[src/rtl/game_turn_controller.sv]
// Turn sequencer for a two-sided battleship-style game: ship-count decision, placement,
// alternating timed turns with hit tracking, and win/lose end states.
module game_turn_controller #(
    parameter int TICKS_PER_SEC = 50_000_000,
    parameter int TURN_SECONDS  = 15
) (
    input  logic       clk,
    input  logic       rst,
    input  logic [2:0] player_amount_ships,
    input  logic       ships_decided,
    input  logic       player_place_done,
    input  logic       pc_place_done,
    input  logic       player_shot_valid,
    input  logic       player_shot_hit,
    input  logic       pc_shot_valid,
    input  logic       pc_shot_hit,
    input  logic       restart,
    output logic [2:0] state,
    output logic       decision_State,
    output logic       placing_player,
    output logic       placing_pc,
    output logic       player_turn,
    output logic       pc_turn,
    output logic [3:0] timer_sec,
    output logic [2:0] ship_count,
    output logic [2:0] player_hits,
    output logic [2:0] pc_hits,
    output logic       auto_shot,
    output logic       game_over,
    output logic       player_won
);

    localparam int TW = (TICKS_PER_SEC > 1) ? $clog2(TICKS_PER_SEC) : 1;
    localparam logic [TW-1:0] TICK_MAX  = TW'(TICKS_PER_SEC - 1);
    localparam logic [3:0]    TURN_LOAD = 4'(TURN_SECONDS);

    typedef enum logic [2:0] {
        DECIDE       = 3'd0,
        PLACE_PLAYER = 3'd1,
        PLACE_PC     = 3'd2,
        PLAYER_TURN  = 3'd3,
        PC_TURN      = 3'd4,
        WIN          = 3'd5,
        LOSE         = 3'd6
    } state_t;

    state_t       cur_state, next_state;
    logic [TW-1:0] tick_cnt, tick_next;
    logic [3:0]   timer_next;
    logic [2:0]   ship_next, ph_next, pc_next;
    logic         auto_next;
    logic         wrap, timeout;
    logic [2:0]   player_new, pc_new;

    always_ff @(posedge clk) begin
        if (!rst) begin
            cur_state   <= DECIDE;
            tick_cnt    <= '0;
            timer_sec   <= 4'd0;
            ship_count  <= 3'd0;
            player_hits <= 3'd0;
            pc_hits     <= 3'd0;
            auto_shot   <= 1'b0;
        end else begin
            cur_state   <= next_state;
            tick_cnt    <= tick_next;
            timer_sec   <= timer_next;
            ship_count  <= ship_next;
            player_hits <= ph_next;
            pc_hits     <= pc_next;
            auto_shot   <= auto_next;
        end
    end

    assign wrap       = (tick_cnt == TICK_MAX);
    assign timeout    = wrap && (timer_sec == 4'd1);
    assign player_new = (player_shot_hit && player_hits != 3'd7) ? player_hits + 3'd1 : player_hits;
    assign pc_new     = (pc_shot_hit && pc_hits != 3'd7) ? pc_hits + 3'd1 : pc_hits;

    // Timer and tick default to zero; only staying in or entering a turn keeps them alive.
    always_comb begin
        next_state = cur_state;
        tick_next  = '0;
        timer_next = 4'd0;
        ship_next  = ship_count;
        ph_next    = player_hits;
        pc_next    = pc_hits;
        auto_next  = 1'b0;
        case (cur_state)
            DECIDE: begin
                if (ships_decided && player_amount_ships >= 3'd1 && player_amount_ships <= 3'd5) begin
                    ship_next  = player_amount_ships;
                    next_state = PLACE_PLAYER;
                end
            end
            PLACE_PLAYER: begin
                if (player_place_done)
                    next_state = PLACE_PC;
            end
            PLACE_PC: begin
                if (pc_place_done) begin
                    next_state = PLAYER_TURN;
                    timer_next = TURN_LOAD;
                end
            end
            PLAYER_TURN: begin
                if (player_shot_valid) begin
                    ph_next = player_new;
                    if (player_new == ship_count) begin
                        next_state = WIN;
                    end else begin
                        next_state = PC_TURN;
                        timer_next = TURN_LOAD;
                    end
                end else if (timeout) begin
                    auto_next  = 1'b1;
                    next_state = PC_TURN;
                    timer_next = TURN_LOAD;
                end else begin
                    tick_next  = wrap ? '0 : tick_cnt + TW'(1);
                    timer_next = wrap ? timer_sec - 4'd1 : timer_sec;
                end
            end
            PC_TURN: begin
                if (pc_shot_valid) begin
                    pc_next = pc_new;
                    if (pc_new == ship_count) begin
                        next_state = LOSE;
                    end else begin
                        next_state = PLAYER_TURN;
                        timer_next = TURN_LOAD;
                    end
                end else if (timeout) begin
                    next_state = PLAYER_TURN;
                    timer_next = TURN_LOAD;
                end else begin
                    tick_next  = wrap ? '0 : tick_cnt + TW'(1);
                    timer_next = wrap ? timer_sec - 4'd1 : timer_sec;
                end
            end
            WIN, LOSE: begin
                if (restart) begin
                    next_state = DECIDE;
                    ph_next    = 3'd0;
                    pc_next    = 3'd0;
                end
            end
            default: next_state = DECIDE;
        endcase
    end

    assign state          = cur_state;
    assign decision_State = (cur_state == DECIDE);
    assign placing_player = (cur_state == PLACE_PLAYER);
    assign placing_pc     = (cur_state == PLACE_PC);
    assign player_turn    = (cur_state == PLAYER_TURN);
    assign pc_turn        = (cur_state == PC_TURN);
    assign game_over      = (cur_state == WIN) || (cur_state == LOSE);
    assign player_won     = (cur_state == WIN);

endmodule

[config.mk]
export PLATFORM = sky130hd
export DESIGN_NAME = game_turn_controller
export DESIGN_NICKNAME = d
export VERILOG_FILES = /design/src/rtl/game_turn_controller.sv
export SDC_FILE = /design/constraint.sdc
export NUM_CORES = 1
export LEC_CHECK = 0
export ABC_CLOCK_PERIOD_IN_PS = 6200
export CAP_MARGIN = 0
export CORE_MARGIN = 5
export CORE_UTILIZATION = 25
export DETAILED_ROUTE_END_ITERATION = 7
export GPL_TIMING_DRIVEN = 0
export SYNTH_ARGS = -nofsm -noshare
export SYNTH_HDL_FRONTEND = slang
export SYNTH_SLANG_ARGS = --single-unit
[constraint.sdc]
create_clock -name clk -period 6.2 [get_ports clk]
set_clock_uncertainty 0.05 [all_clocks]
set_input_delay 1.24 -clock clk [delete_from_list [all_inputs] [get_ports clk]]
set_output_delay 1.24 -clock clk [all_outputs]
set_load 0.05 [all_outputs]
== Yosys cells after proc, flatten, opt, wreduce, memory -nomap -nowiden ==
Cells that the tools add are included.

* Flip-flop bits (word level): 43
* Input port bits: 13
* Output and inout bits: 24
* Logic and storage cells: 81

* $add $sub $neg: 4
* $lt $le $gt $ge: 2
* Equal/unequal tests: 20
* Multiplexer cells: 31
* Bitwise gates (word level): 2
* Reductions and logical operators: 15

{| class="wikitable"
|+ Operators with widths
! cell !! number
|-
| 2-to-1 mux 26 bit || 4
|-
| case mux 26 bit (2 select lines) || 1
|-
| 2-to-1 mux 3 bit || 13
|-
| 2-to-1 mux 4 bit || 7
|-
| adder 26 x 1 -> 26 bit (second input constant) || 1
|-
| equality test 26 bit (second input constant) || 1
|-
| case mux 3 bit (6 select lines) || 1
|-
| case mux 3 bit (2 select lines) || 2
|-
| case mux 4 bit (3 select lines) || 1
|-
| != test 2 bit (second input constant) || 5
|-
| equality test 3 bit (second input constant) || 3
|-
| adder 3 x 1 -> 3 bit (second input constant) || 2
|-
| equality test 3 x 2 -> 1 bit (second input constant) || 2
|-
| equality test 3 bit || 2
|-
| != test 3 x 2 -> 1 bit (second input constant) || 2
|-
| != test 3 bit (second input constant) || 2
|-
| AND reduction 3 bit || 2
|-
| AND reduction 6 bit || 1
|-
| logical AND 1 bit || 5
|-
| equality test 4 x 1 -> 1 bit (second input constant) || 1
|-
| nonzero test 2 bit || 2
|-
| subtractor 4 x 1 -> 4 bit (second input constant) || 1
|-
| equality test 3 x 1 -> 1 bit (second input constant) || 1
|-
| >= comparator 3 x 1 -> 1 bit (second input constant) || 1
|-
| other kinds (9) || 11
|}

== Depth between registers and ports, before layout ==
Gate-level depths: netlist of the first run.

* Depth in word-level cells: 7
* Depth in mapped cells: 9
* Gate-level depth less buffers: 8

== Worst setup path before layout of the first run ==
OpenSTA, ideal clock, no wires.

* Path type: register -> output
* Start: register cur_state[0], in the netlist state[0]
* End: output placing_player
* Arrival time: 2141 ps
* Path slack: 2769 ps
* Cell stages (with the launch flop): 3
* Buffers on the path: 1
* Cells stage by stage: dfxtp_1 > clkbuf_1 > nor3b_1

* Cells in the longest elaborated chain, start to end: 1

{| class="wikitable"
|+ RTL lines
! what !! line !! text
|-
| start, declared || 47 || <nowiki>state_t cur_state, next_state;</nowiki>
|-
| start signal, assigned || 65 || <nowiki>cur_state <= next_state;</nowiki>
|-
| equality test 3 x 1 -> 1 bit || 154 || <nowiki>assign placing_player = (cur_state == PLACE_PLAYER);</nowiki>
|-
| end, declared || 20 || <nowiki>output logic placing_player,</nowiki>
|}

No other way between the ends.

== Final worst setup path of the first run ==
* Start: register cur_state[1], in the netlist state[1]
* End: output game_over

* Cells in the longest elaborated chain, start to end: 2

{| class="wikitable"
|+ RTL lines
! what !! line !! text
|-
| equality test 3 bit || 158 || <nowiki>assign game_over = (cur_state == WIN) || (cur_state == LOSE);</nowiki>
|-
| logical OR 1 bit * || 158 ||
|-
| end, declared || 29 || <nowiki>output logic game_over,</nowiki>
|}

Mark *: on every way between the ends. The rest lies on a longest branch, timed or not.

==> results.cfg, run 1 <==
[outcome]
outcome = finished, final reports clean

[timing]
layout_min_cycle_time_ns = 3.64
setup_viol = 0
rsz0062_at_grt = no
slew_headroom_pct = 51.3
finalHoldViolations = 0
period_share_pct = 58.7
setup_total_negative_slack_ns = 0
fmax_ghz = 0.275
worst-slew-pin-transition_ns = 0.724
final-max-slew-violation-count = 0

[worst_hold_path]
hold_path_class = reg -> reg

[setup_path]
critPathMaxStageDelay_ns = 0.81
critical_path_peak_fanout = 10
startpoint_type = flip-flop
worst_ep_required_time_ns = 4.91
critPathArrivalTime_ns = 2.35
crit_path_top_delay_cell = sky130_fd_sc_hd__clkdlybuf4s50_1
critPathCaptureType = output pin
crit_path_cell_trace = clkbuf_1 > xor2_1 > nand2_1 > inv_1 > clkdlybuf4s50_1
timing_worst_setup_path_type = reg -> out

[placement]
hpwlAfterDp_mm = 4.15
placed_area_sq_um = 2840
place_inst = 425
routability_driven_placement_congestion_ratio = 0.773
place.port_buffers = 36

[yosys]
sequential_share_of_the_synthesized_area_pct = 36.9
ys.warnings.count = 0
synth_top_flop_cell = sky130_fd_sc_hd__dfxtp_1
synth_nets = 298
synth_edf_count = 0
synth_cell_type_count = 47
async_reset_ff_share_pct = 0
synthesis.instances = 278
ys_seq_elements = 43
post_synth_instance_area_sq_um = 2340
post_synth.cell_area_avg_sq_um = 8.40

[clocking]
tritoncts_num_sinks = 43
cts.reportedPaths.clkPinSlew_ns = 0.09
worst_skew_pair.late_latency_ns = 0.30
ctsHoldBuffers = 0
number_of_buffers_created_by_cts = 5
cts_htree_levels = 2
count_of_instances_resized_after_the_clock_tree_is_built = 0
clock_tree.buffer_depth = 2
clockRootBuffer = sky130_fd_sc_hd__clkbuf_8
cts_setup_buffers = 0
tritoncts_clock_tree = done

[pwr]
share_seq_of_total_power_pct = 38.6
p_switching_mw = 0.313
switching_fraction_of_total_power_pct = 39.5
power_density_nw_per_um2 = 271
power.static_leakage_nw = 1.05
total_power_mw = 0.793
pwr-share-clk_pct = 23.3
peakVddDrop_v = 0.000119
proportion_of_power_drawn_by_combinational_gates_pct = 38.1
cell_internal_pwr_mw = 0.479

[finish]
layout.cells.non_filler = 433
most_frequent_cells_in_the_layout = 44 x sky130_fd_sc_hd__nor2_1, 43 x sky130_fd_sc_hd__dfxtp_1, 36 x sky130_fd_sc_hd__clkdlybuf4s50_1, 23 x sky130_fd_sc_hd__xor2_1, 21 x sky130_fd_sc_hd__nand2_1
post_route_cells_drive_above_1_share_pct = 5.59
antenna-diode-count = 0
mostFrequentLayoutCell = sky130_fd_sc_hd__nor2_1
final_design_area_no_fill_sq_um = 2930
syn_to_final_growth_pct = 25.4
final_nets = 341

[route]
drt_wl_total_mm = 5.34
route.detailed.vias_per_inst = 4.76
routed_antenna_nets = 0
detail_route.wl_per_cell_um = 12.3
total_via_count_in_the_routed_design = 2062
routed.top_layer = met4
detail_route.wirelength.met1_mm = 2.63
route.met2.wl_mm = 2.41
dr.pass1.iters = 4
drc_violations_left = 0
met3WireLength_um = 183
detail_route.iter0.violations = 71

[floorplan]
starting_utilization_of_the_core_area_pct = 25.4
floorplan.io_pins = 37
core_sq_um = 9200
fp.dieH_um = 107
die_width_um = 107
rows = 35
design.die.area_sq_um = 11400

[global_routing]
grt_start_max_net_pins = 16
grt.overflow.total = 0
grt_pass1_vias = 2010
grt_usage_pct = 9.92
antenna_found_initial = 0
first_pass_grt_wire_length_mm = 9.32

[job]
max-cap-violations = 0
state kept, by name, indices dropped and copies added (netlist names):
name and flops:
auto_shot 1, state 3, pc_hits 3, tick_cnt 26, timer_sec 4, player_hits 3, ship_count 3
worst paths after layout:
path | from | to | slack (ns) | cells past startpoint
min reg2reg | tick_cnt[0]$_SDFF_PN0_ | tick_cnt[0]$_SDFF_PN0_ | 0.42 | 1
min | tick_cnt[0]$_SDFF_PN0_ | tick_cnt[0]$_SDFF_PN0_ | 0.42 | 1
max reg2reg | pc_hits[0]$_SDFFE_PN0P_ | timer_sec[3]$_SDFF_PN0_ | 3.66 | 8
max | state[1]$_SDFFE_PN0P_ | game_over | 2.56 | 5
logic make-up after synthesis:
kind of cell               share of synthesized area [%]
AOI/OAI and AO/OA                                   10.4
and+or+nand+nor                                     30.5
buffers and inverters                               4.18
adders and majority gates                           3.75
muxes                                               3.43
xor gates and xnor gates                            10.9
DFF                                                 36.9
power groups by stage:
stage | Sequential (mW) | Combinational, mW | Clock, mW
floorplan | 0.355 | 0.168 | 0
global placement | 0.312 | 0.300 | 0
detailed placement | 0.312 | 0.303 | 0
CTS | 0.306 | 0.304 | 0.194
global route | 0.309 | 0.326 | 0.204
finish | 0.306 | 0.302 | 0.185
worst max-delay path: cells and delay by family, from the launching register on:
family	cells	cell delay (ns)
and+or+nand+nor	1	0.12
buffers and inverters	3	1.31
DFF	1	0.40
xor gates and xnor gates	1	0.23
Yosys cell counts (7+ instances only):
master / number / area, sq um
sky130_fd_sc_hd__dfxtp_1: 43 / 861
sky130_fd_sc_hd__nand3_1: 18 / 90.1
sky130_fd_sc_hd__nor2_1: 44 / 165
sky130_fd_sc_hd__mux2i_1: 8 / 80.1
sky130_fd_sc_hd__and3_1: 9 / 56.3
sky130_fd_sc_hd__ha_1: 7 / 87.6
sky130_fd_sc_hd__inv_1: 14 / 52.6
sky130_fd_sc_hd__nand2_1: 21 / 78.8
sky130_fd_sc_hd__o21ai_0: 8 / 40.0
sky130_fd_sc_hd__xor2_1: 23 / 201
area by class of cell:
class,count,area (sq um)
timing repair buffer,36,360
inverter,14,52.6
clock inverter,3,25.0
clock buffer,5,68.8
buffer,8,45.0
fill,992,6270
sequential,43,861
tap,111,139
multi-input combinational,213,1380
through the flow:
step	util (%)	hold WS [ns]	setup slack (ns)
floorplan	-	0.376	2.77
global placement	30.8	0.395	2.66
detailed placement	30.8	0.401	2.62
CTS	31.9	0.422	2.55
global route	31.9	0.452	2.38
finish	31.9	0.416	2.56
per-layer routing:
layer	global-route usage, %	vias up
met5	0	-
li1	-	1065
met4	4.11	0
met1	13.7	956
met2	15.5	32
met3	1.44	9
(Power assumes the default switching activity.)
==> run 2, diff against run 1 <==
Settings changed: ABC_CLOCK_PERIOD_IN_PS 6200 to 3700.
Clock period 6.2 ns to 3.7 ns, I/O delays scaled along.
==> results of run 2 <==
Same layout as run 1 (identical final DEF). Status: finished, final reports clean.
Among the figures that moved: setup slack after placement 2.62 ns -> 0.617 ns; setup slack after layout 2.56 ns -> 0.561 ns; register-to-register setup slack 3.66 ns -> 1.16 ns; total power 0.793 mW -> 1.33 mW; worst IR drop on VDD 0.000119 V -> 0.000200 V
